File: config.mk
export PLATFORM = sky130hd
export DESIGN_NAME = fetch_unit
export DESIGN_NICKNAME = d
export VERILOG_FILES = /design/src/rtl/fetch_unit.sv
export SDC_FILE = /design/constraint.sdc
export NUM_CORES = 1
export LEC_CHECK = 0
export BUFFER_PORTS_ARGS = -buffer_cell sky130_fd_sc_hd__clkbuf_2
export CAP_MARGIN = 10
export CORE_ASPECT_RATIO = 1.2
export CORE_MARGIN = 3
export CORE_UTILIZATION = 58
export CTS_BUF_LIST = sky130_fd_sc_hd__clkbuf_16
export CTS_CLUSTER_DIAMETER = 150
export DETAILED_ROUTE_END_ITERATION = 8
export GPL_ROUTABILITY_DRIVEN = 1
export PLACE_DENSITY = 0.85
export SETUP_SLACK_MARGIN = 0.05
export SLEW_MARGIN = 20
export SYNTH_ARGS = -nofsm -noshare
export SYNTH_HDL_FRONTEND = slang
export SYNTH_SLANG_ARGS = --single-unit
File: constraint.sdc
create_clock -name clk_i -period 3 [get_ports clk_i]
set_clock_uncertainty 0.1 [all_clocks]
set_input_delay 0.6 -clock clk_i [delete_from_list [all_inputs] [get_ports clk_i]]
set_output_delay 0.6 -clock clk_i [all_outputs]
set_load 0.02 [all_outputs]
File: src/rtl/fetch_unit.sv
// fetch_unit: instruction fetch front end with a 2-entry {pc, inst} buffer.
//   Issues at most one instruction-memory request at a time, buffers the
//   returned words in address order, and flushes on a branch/jump redirect.
//
// state | meaning
// IDLE  | no request outstanding; issue one if the buffer has room
// WAIT  | request outstanding; the ack data will be pushed
// DROP  | request outstanding but killed by a redirect; ack data is dropped
//
// Ports:
//   clk_i          master clock, rising edge
//   clear_n_i      synchronous active-low reset
//   imem_req_o     one-cycle request pulse to instruction memory
//   imem_addr_o    fetch address (the PC register), word aligned
//   imem_ack_i     one-cycle response strobe from instruction memory
//   imem_data_i    instruction word, valid with imem_ack_i
//   if_valid_o     buffer head holds an instruction for ID
//   if_inst_o      instruction at buffer head
//   if_pc_o        address of instruction at buffer head
//   id_ready_i     ID accepts the head entry this cycle
//   redirect_i     one-cycle branch/jump redirect
//   redirect_pc_i  new fetch address when redirect_i is high
module fetch_unit #(
  parameter logic [31:0] RESET_PC = 32'h0000_0000
) (
  input  logic        clk_i,
  input  logic        clear_n_i,
  output logic        imem_req_o,
  output logic [31:0] imem_addr_o,
  input  logic        imem_ack_i,
  input  logic [31:0] imem_data_i,
  output logic        if_valid_o,
  output logic [31:0] if_inst_o,
  output logic [31:0] if_pc_o,
  input  logic        id_ready_i,
  input  logic        redirect_i,
  input  logic [31:0] redirect_pc_i
);

  typedef enum logic [1:0] {
    S_IDLE = 2'd0,
    S_WAIT = 2'd1,
    S_DROP = 2'd2
  } state_e;

  state_e      state_q, state_d;
  logic [31:0] pc_q, pc_d;
  logic [1:0]  count_q, count_d;
  logic [31:0] pc0_q, pc0_d, inst0_q, inst0_d;
  logic [31:0] pc1_q, pc1_d, inst1_q, inst1_d;
  logic        push, pop;
  logic [1:0]  count_after_pop;

  // Fetch control and PC update.
  always_comb begin
    state_d    = state_q;
    pc_d       = pc_q;
    imem_req_o = 1'b0;
    push       = 1'b0;
    case (state_q)
      S_IDLE: begin
        // Requests are suppressed while reset is held so the bus stays quiet.
        if (!redirect_i && (count_q < 2'd2)) begin
          imem_req_o = clear_n_i;
          state_d    = S_WAIT;
        end
      end
      S_WAIT: begin
        if (imem_ack_i) begin
          state_d = S_IDLE;
          push    = !redirect_i;
        end else if (redirect_i) begin
          state_d = S_DROP;
        end
      end
      S_DROP: begin
        // A redirect keeps us here: the killed request is still in flight.
        if (imem_ack_i && !redirect_i) state_d = S_IDLE;
      end
      default: state_d = S_IDLE;
    endcase
    if (redirect_i) begin
      pc_d = {redirect_pc_i[31:2], 2'b00};
    end else if (push) begin
      pc_d = pc_q + 32'd4;
    end
  end

  // Two-entry buffer; entry 0 is always the head, entry 1 shifts down on pop.
  assign pop             = (count_q != 2'd0) && id_ready_i && !redirect_i;
  assign count_after_pop = count_q - {1'b0, pop};

  always_comb begin
    count_d = count_q;
    pc0_d   = pc0_q;
    inst0_d = inst0_q;
    pc1_d   = pc1_q;
    inst1_d = inst1_q;
    if (redirect_i) begin
      count_d = 2'd0;
    end else begin
      if (pop) begin
        pc0_d   = pc1_q;
        inst0_d = inst1_q;
      end
      if (push) begin
        if (count_after_pop == 2'd0) begin
          pc0_d   = pc_q;
          inst0_d = imem_data_i;
        end else begin
          pc1_d   = pc_q;
          inst1_d = imem_data_i;
        end
      end
      count_d = count_after_pop + {1'b0, push};
    end
  end

  always_ff @(posedge clk_i) begin
    if (!clear_n_i) begin
      state_q <= S_IDLE;
      pc_q    <= RESET_PC;
      count_q <= 2'd0;
      pc0_q   <= 32'd0;
      inst0_q <= 32'd0;
      pc1_q   <= 32'd0;
      inst1_q <= 32'd0;
    end else begin
      state_q <= state_d;
      pc_q    <= pc_d;
      count_q <= count_d;
      pc0_q   <= pc0_d;
      inst0_q <= inst0_d;
      pc1_q   <= pc1_d;
      inst1_q <= inst1_d;
    end
  end

  assign imem_addr_o = pc_q;
  assign if_valid_o  = (count_q != 2'd0);
  assign if_inst_o   = inst0_q;
  assign if_pc_o     = pc0_q;

endmodule

Word-level counts from Yosys, hierarchy flattened
Cells that the tools add are included.
{"block": "word_totals", "regBits": 164, "out_inout_bits": 98, "elab_cells": 49}
{"block": "classes", "n_addsub": 3, "n_lt_le_gt_ge": 1, "eq_ne": 5, "muxes": 17, "n_bitwise": 3, "reduce_logical": 12}
{"op": "32-bit two-way mux", "count": 8}
{"op": "32-bit by 3-bit adder with 32-bit output (second input constant)", "count": 1}
{"op": "2-bit two-way mux", "count": 4}
{"op": "2-bit case mux with 3 select lines", "count": 1}
{"op": "3-bit AND reduction", "count": 2}
{"op": "1-bit logical AND", "count": 4}
{"op": "2-bit logical NOT", "count": 2}
{"op": "1-bit two-way mux", "count": 4}
{"op": "2-bit != test (second input constant)", "count": 2}
{"op": "2-bit nonzero test", "count": 2}
{"op": "3-bit != test (second input constant)", "count": 1}
{"op": "1-bit inverter", "count": 3}
{"op": "2-bit by 1-bit adder with 2-bit output", "count": 1}
{"op": "2-bit by 1-bit == test with 1-bit output (second input constant)", "count": 1}
{"op": "2-bit == test (second input constant)", "count": 1}
{"op": "2-bit < comparator (second input constant)", "count": 1}
{"op": "2-bit OR reduction", "count": 1}
{"op": "2-bit by 1-bit subtractor with 2-bit output", "count": 1}
{"op": "1-bit logical NOT", "count": 1}

Logic depth before layout (Yosys ltp)
Gate-level depths: netlist of the first run.
{"block": "depth", "depth_word": 7, "ltp_mapped": 7}

Least setup slack after synthesis of the first run
Ideal clock, no wire load.
{"block": "synth_timing", "path_kind": "input to output", "startpoint": "input port redirect_i", "endpoint": "output port imem_req_o", "t_arrival_ns": 1.778, "path_slack_ns": 0.522, "stages": 4, "path_buffers": 2, "path_cell_list": "clkbuf_1 -> nand2b_1 -> clkbuf_1 -> nor4_1"}
{"block": "synth_via", "elab_chain_len": 4}
{"item": "start, declared", "line": "36", "rtl": "input logic redirect_i,"}
{"item": "1-bit logical NOT", "line": "63", "rtl": "if (!redirect_i && (count_q < 2'd2)) begin"}
{"item": "1-bit logical AND", "line": "63"}
{"item": "1-bit two-way mux", "line": "63"}
{"item": "1-bit two-way mux", "line": "60", "rtl": "case (state_q)"}
{"item": "end, declared", "line": "28", "rtl": "output logic imem_req_o,"}
No other way between the ends.

Worst setup path in the final report of the first run
{"block": "layout_timing", "startpoint": "register pc_q[4] (netlist: imem_addr_o[4])", "endpoint": "register pc_q[25] (netlist: imem_addr_o[25])"}
{"block": "layout_via", "elab_chain_len": 3}
{"item": "start, declared", "line": "47", "rtl": "logic [31:0] pc_q, pc_d;"}
{"item": "start signal, assigned", "line": "130", "rtl": "pc_q <= pc_d;"}
{"item": "32-bit by 3-bit adder with 32-bit output", "line": "85", "rtl": "pc_d = pc_q + 32'd4;"}
{"item": "32-bit two-way mux", "line": "84", "rtl": "end else if (push) begin"}
{"item": "32-bit two-way mux", "line": "82", "rtl": "if (redirect_i) begin"}
No other way between the ends. The select of a mux whose other input is x is not followed.
A chain may end at the register's enable or synchronous reset.

==> results of run 1 <==
==> cell families (layout without fill, tap and decap cells) <==
kind of cell / Yosys count / in the layout / share of synthesized area, %
and+or+nand+nor: 314 / 314 / 20.6
AOI/OAI and AO/OA: 194 / 194 / 17.8
DFF: 160 / 160 / 45.6
buffers and inverters: 83 / 220 / 4.92
muxes: 64 / 64 / 9.13
xor gates and xnor gates: 12 / 12 / 1.50
adders and majority gates: 2 / 2 / 0.357
other: 1 / 2 / 0.0534
==> how the worst max path moves through the flow <==
stage                                            from  slack [ns]  cells after the start                      endpoint
final                     imem_addr_o[4]$_SDFFE_PN0P_        0.68                      4  imem_addr_o[25]$_SDFFE_PN0P_
after global placement                     imem_ack_i        0.73                      6  imem_addr_o[29]$_SDFFE_PN0P_
after global routing      imem_addr_o[8]$_SDFFE_PN0P_        0.53                      4  imem_addr_o[21]$_SDFFE_PN0P_
after floorplan                            redirect_i        0.52                      4                    imem_req_o
after CTS                 imem_addr_o[2]$_SDFFE_PN0P_        0.71                      6  imem_addr_o[28]$_SDFFE_PN0P_
after detailed placement  imem_addr_o[2]$_SDFFE_PN0P_        0.73                      6  imem_addr_o[28]$_SDFFE_PN0P_
==> registers in the layout (all words and copies together), names as in the netlist <==
signal       cells
if_pc_o         32
pc1_q           30
count_q          2
if_inst_o       32
state_q          2
imem_addr_o     30
inst1_q         32
==> stage by stage <==
step | setup slack, ns | hold slack, ns | cell area (µm²) | power [mW] | instances
final | 0.683 | 0.314 | 8550 | 4.86 | 1125
after floorplan | 0.522 | 0.332 | 7020 | 2.52 | 831
after global routing | 0.529 | 0.316 | 8550 | 5.00 | 1125
after CTS | 0.706 | 0.306 | 8550 | 4.88 | 1125
after global placement | 0.732 | 0.339 | 7950 | 2.67 | 1093
after detailed placement | 0.728 | 0.347 | 7950 | 2.68 | 1093
==> tightest hold or removal path, stage by stage <==
cell and delay [ns]:
clkbuf_2 0.09, nand2_1 0.05, a21oi_1 0.05
==> final cells by class <==
type,count,area (µm²),area share [%]
clock buffers,17,425,4.97
clock inverters,15,181,2.12
inverters,10,40.0,0.468
multi-input cells,588,3500,40.9
flip-flops and latches,160,3200,37.4
well taps,157,196,2.30
repair buffers,178,1010,11.8
==> metal layers <==
metal | vias up | global-route usage (%) | routed length [µm] | part of all wire, %
li1 | 3198 | - | - | -
met1 | 3152 | 34.5 | 7860 | 42
met2 | 283 | 46.6 | 9190 | 49
met3 | 52 | 6.16 | 1320 | 7.0
met4 | 0 | 12.3 | 519 | 2.7
met5 | - | 0 | 0 | 0
==> power by group <==
part	switching, mW	total, mW	internal, mW
Sequential	0.0781	2.26	2.18
Clock	0.905	2.23	1.32
Combinational	0.238	0.379	0.142
==> layout by cell type (no fill, tap or decap), drive strengths merged, types with 3 or more instances in the layout <==
cell	count
clkbuf	179
dfxtp	160
nand2	146
nor2	76
a21oi	71
mux2i	64
a211oi	64
o21ai	21
nand3	16
buf	16
inv	14
nand4	13
a31oi	10
nor3	10
xnor2	9
nor4	8
and4	6
or4	6
and2	6
or3	6
clkinv	6
nand2b	5
and3	4
o31ai	4
nor3b	4
xor2	3
o2bb2ai	3
bufinv	3
==> results_dict.tcl, run 1 <==
set metrics [dict create \
    synth_most_common_cell "dfxtp_1" \
    synth-async-reset-ratio_pct 0 \
    core_um2 11700 \
    synth_warnings 0 \
    path_cells "and4_1 > nand4_1 > or4_1 > a31oi_1" \
    diodes 0 \
    criticalPathCategory "flip-flop to flip-flop" \
    period_needed_ns 2.32 \
    drt_iter0_drc 539 \
    p_per_area_nw_per_um2 569 \
    worstSetupStartpointType "flip-flop" \
    status "finished, final reports clean" \
    rr_startpoint "imem_addr_o[4]$_SDFFE_PN0P_" \
    io_pins 167 \
    ctsResizeCount 0 \
    critPathArrivalTime_ns 2.56 \
    synth-seq-area-share_pct 45.6 \
    postSynthCellCount 830 \
    reg2reg_to "imem_addr_o[25]$_SDFFE_PN0P_" \
    synth_common_cells "dfxtp_1 (160), nand2_1 (146), nor2_1 (76), a21oi_1 (71)" \
    fmax_ghz 0.432 \
    cp_top_family "simple AND/OR/NAND/NOR gates" \
    num_vias 6685 \
    clockBufferDepth 2 \
    cts.clk_slew.worst_paths_ns 0.06 \
    r2r_slack_ns 0.68 \
    post_cts_buffers 0 \
    grt_max_degree 71 \
    syn_area_um2 7020 \
    ys_ff_latch 160 \
    io_buffers 162 \
    endpoint_kind "flip-flop" \
    synth_top_flop_cell "dfxtp_1" \
    grt_pass1_wl_um 30800 \
    vias_per_cell 5.94 \
    die_y_um 127 \
    numCtsBuffers 17 \
    slew_violations 0 \
    drv_cap 0 \
    worstSkewPairLatency_ns 0.42 \
    setup_viol 0 \
    grt_antenna_before_repair 0 \
    drcViolationCount 0 \
    ys_types 58 \
    grt_setup_unrepaired "no" \
    cp.required_ns 3.25 \
    min_to "inst1_q[2]$_SDFFE_PN0P_" \
    ir_drop_mv 0.410 \
    worst-path-buf-inv 0 \
    setup_tns_ns 0 \
    tritoncts "built" \
    clockRootBuffer "clkbuf_16" \
    synth_top_cell_area_share_pct 45.6 \
    reg2reg_depth 4 \
    power.leakage_nw 3.21 \
    synth.largest_area_cell "dfxtp_1" \
    start_util_pct 60.1 \
    path_max_fanout 9 \
    yosys-top-cells-area "dfxtp_1 (46%), mux2i_1 (9.1%), nand2_1 (7.8%)" \
    synth_edf_count 0 \
    dp_hpwl_um 12400 \
    nets 1026 \
    crit_slowest_cell "dfxtp_1" \
    dr.pass1.iters 6 \
    place_congestion 0.887 \
    syn2layout_area_growth_pct 21.9 \
    rows 43 \
    num-fill-cells 922 \
    overflow 0 \
    worstMarginPinSlew_ns 0.655 \
    worstHoldStart "imem_data_i[2]" \
    ant_nets 0 \
    syn_avg_cell_area_um2 8.46 \
    die-width_um 106 \
    drive_gt1_share_pct 22.7 \
    wl_um 18900 \
    h-tree-depth 4 \
    wire_per_inst_um 16.8 \
    finalCritPeriodShare_pct 77.2 \
    hp-class "input port to flip-flop" \
    maxSlewHeadroom_pct 56.1 \
    grt_pass1_vias 6421 \
    min_path_cells 3 \
    hold_buffers 0 \
    cp_slowest_stage_delay_ns 0.60 \
    final-hold-violation-count 0 \
    post-route-util_pct 73.3 \
    clock-sinks 160 \
    dieArea_um2 13500 \
    gr-usage-all-layers_pct 27.9 \
]
(Power assumes the default switching activity.)
==> run 2, diff against run 1 <==
- CORE_UTILIZATION: 58 -> 54
- PLACE_DENSITY: 0.85 -> 0.8
- clock period: 3 -> 2.3 ns (I/O delays scaled with it)
==> results_dict.tcl, run 2 (same netlist as run 1, synthesis figures left out) <==
set metrics [dict create \
    status "finished, final reports clean" \
    numCtsBuffers 17 \
    cts.clk_slew.worst_paths_ns 0.06 \
    grt_max_degree 96 \
    syn2layout_area_growth_pct 24.5 \
    ctsResizeCount 0 \
    path_cells "nand3_1 > buf_4 > nor4_1 > a31oi_1 > o311a_1" \
    period_needed_ns 2.10 \
    hp-class "input port to flip-flop" \
    num_vias 6618 \
    nets 1055 \
    fmax_ghz 0.475 \
    tritoncts "built" \
    clockRootBuffer "clkbuf_16" \
    worstSetupStartpointType "flip-flop" \
    ant_nets 0 \
    path_max_fanout 10 \
    drv_cap 0 \
    grt_pass1_wl_um 29600 \
    p_per_area_nw_per_um2 706 \
    critPathArrivalTime_ns 2.32 \
    final_common_cell "clkbuf_2" \
    crit_slowest_cell "nor4_1" \
    multiInputGateArea_um2 3500 \
    final-hold-violation-count 0 \
    grt_pass1_vias 6032 \
    criticalPathCategory "flip-flop to flip-flop" \
    dr.pass1.iters 5 \
    core_um2 12700 \
    wire_per_inst_um 16.3 \
    overflow 0 \
    ir_drop_mv 0.471 \
    slew_violations 0 \
    worstMarginPinSlew_ns 0.571 \
    worst_hold_slack_ns 0.169 \
    drcViolationCount 0 \
    start_util_pct 55.4 \
    maxSlewHeadroom_pct 61.6 \
    worstSkewPairLatency_ns 0.43 \
    setup_tns_ns 0 \
    clock-sinks 160 \
    seqCellArea_um2 3200 \
    power.leakage_nw 3.34 \
    endpoint_kind "flip-flop" \
    diodes 0 \
    finalPower_mw 6.17 \
    place_congestion 0.879 \
    grt_antenna_before_repair 0 \
    die-width_um 110 \
    dp_hpwl_um 12800 \
    worstHoldStart "imem_data_i[21]" \
    startpoint "imem_addr_o[9]$_SDFFE_PN0P_" \
    grt_setup_unrepaired "no" \
    vias_per_cell 5.72 \
    dieArea_um2 14400 \
    setup_viol 0 \
    wl_um 18800 \
    hold_buffers 0 \
    io_pins 167 \
    gr-usage-all-layers_pct 26.0 \
    finalCritPeriodShare_pct 91.5 \
    die_y_um 131 \
    layout_common_cells "clkbuf_2 (162), dfxtp_1 (160), nand2_1 (146)" \
    drive_gt1_share_pct 24.3 \
    drt_iter0_drc 576 \
    cp_slowest_stage_delay_ns 0.54 \
    rows 45 \
    num-fill-cells 1067 \
    post_cts_buffers 0 \
    io_buffers 162 \
    cp.required_ns 2.51 \
    rr_startpoint "imem_addr_o[9]$_SDFFE_PN0P_" \
    h-tree-depth 4 \
    clockBufferDepth 2 \
]
[run 2: cell count changes in the layout (fill, tap and decap cells not counted), sizes merged]
| cell | change |
|---|---|
| inv | -3 |
| clkinv | -2 |
| buf | +29 |
[run 2: worst paths after layout]
check                                 endpoint  slack, ns  depth (start not counted)
setup / recovery  imem_addr_o[21]$_SDFFE_PN0P_       0.20                          5
hold / removal        inst1_q[21]$_SDFFE_PN0P_       0.17                          3
setup reg to reg  imem_addr_o[21]$_SDFFE_PN0P_       0.20                          5
hold reg to reg         pc1_q[22]$_SDFFE_PN0P_       0.35                          2
[run 2: cell type report]
type | count | share of cell area [%]
Clock inverter | 10 | 1.45
Timing Repair Buffer | 207 | 14.1
Tap cell | 164 | 2.35
Clock buffer | 17 | 4.87
Inverter | 10 | 0.458
Sequential cell | 160 | 36.7
Multi-Input combinational cell | 588 | 40.1
[run 2: report_power, final]
group	switching, mW	leakage (nW)	internal, mW
sequential	0.0704	1.30	2.85
combinational	0.346	1.76	0.215
clock	1.04	0.272	1.66
total	1.45	3.34	4.72
[run 2: critical path, delay by kind of cell, from the launching register on]
kind	cells	cell delay, ns
AOI/OAI and AO/OA	2	0.47
buffers and inverters	1	0.21
DFF	1	0.48
and+or+nand+nor	2	0.72
[run 2: layer usage]
metal | track usage, % | up-vias | routed length (µm)
met2 | 42.6 | 239 | 9080
met1 | 32.4 | 3083 | 7970
met3 | 6.34 | 45 | 1210
met5 | 0 | - | 0
met4 | 11.4 | 0 | 553
li1 | - | 3251 | -
[run 2: stage by stage]
step                area, µm²  instances  setup WS [ns]  utilization, %
global route             8740       1156          0.103            69.0
CTS                      8740       1156          0.264            69.0
global placement         8190       1129          0.241            64.6
floorplan                7020        831          0.102               -
finish                   8740       1156          0.196            69.0
detailed placement       8190       1129          0.175            64.6
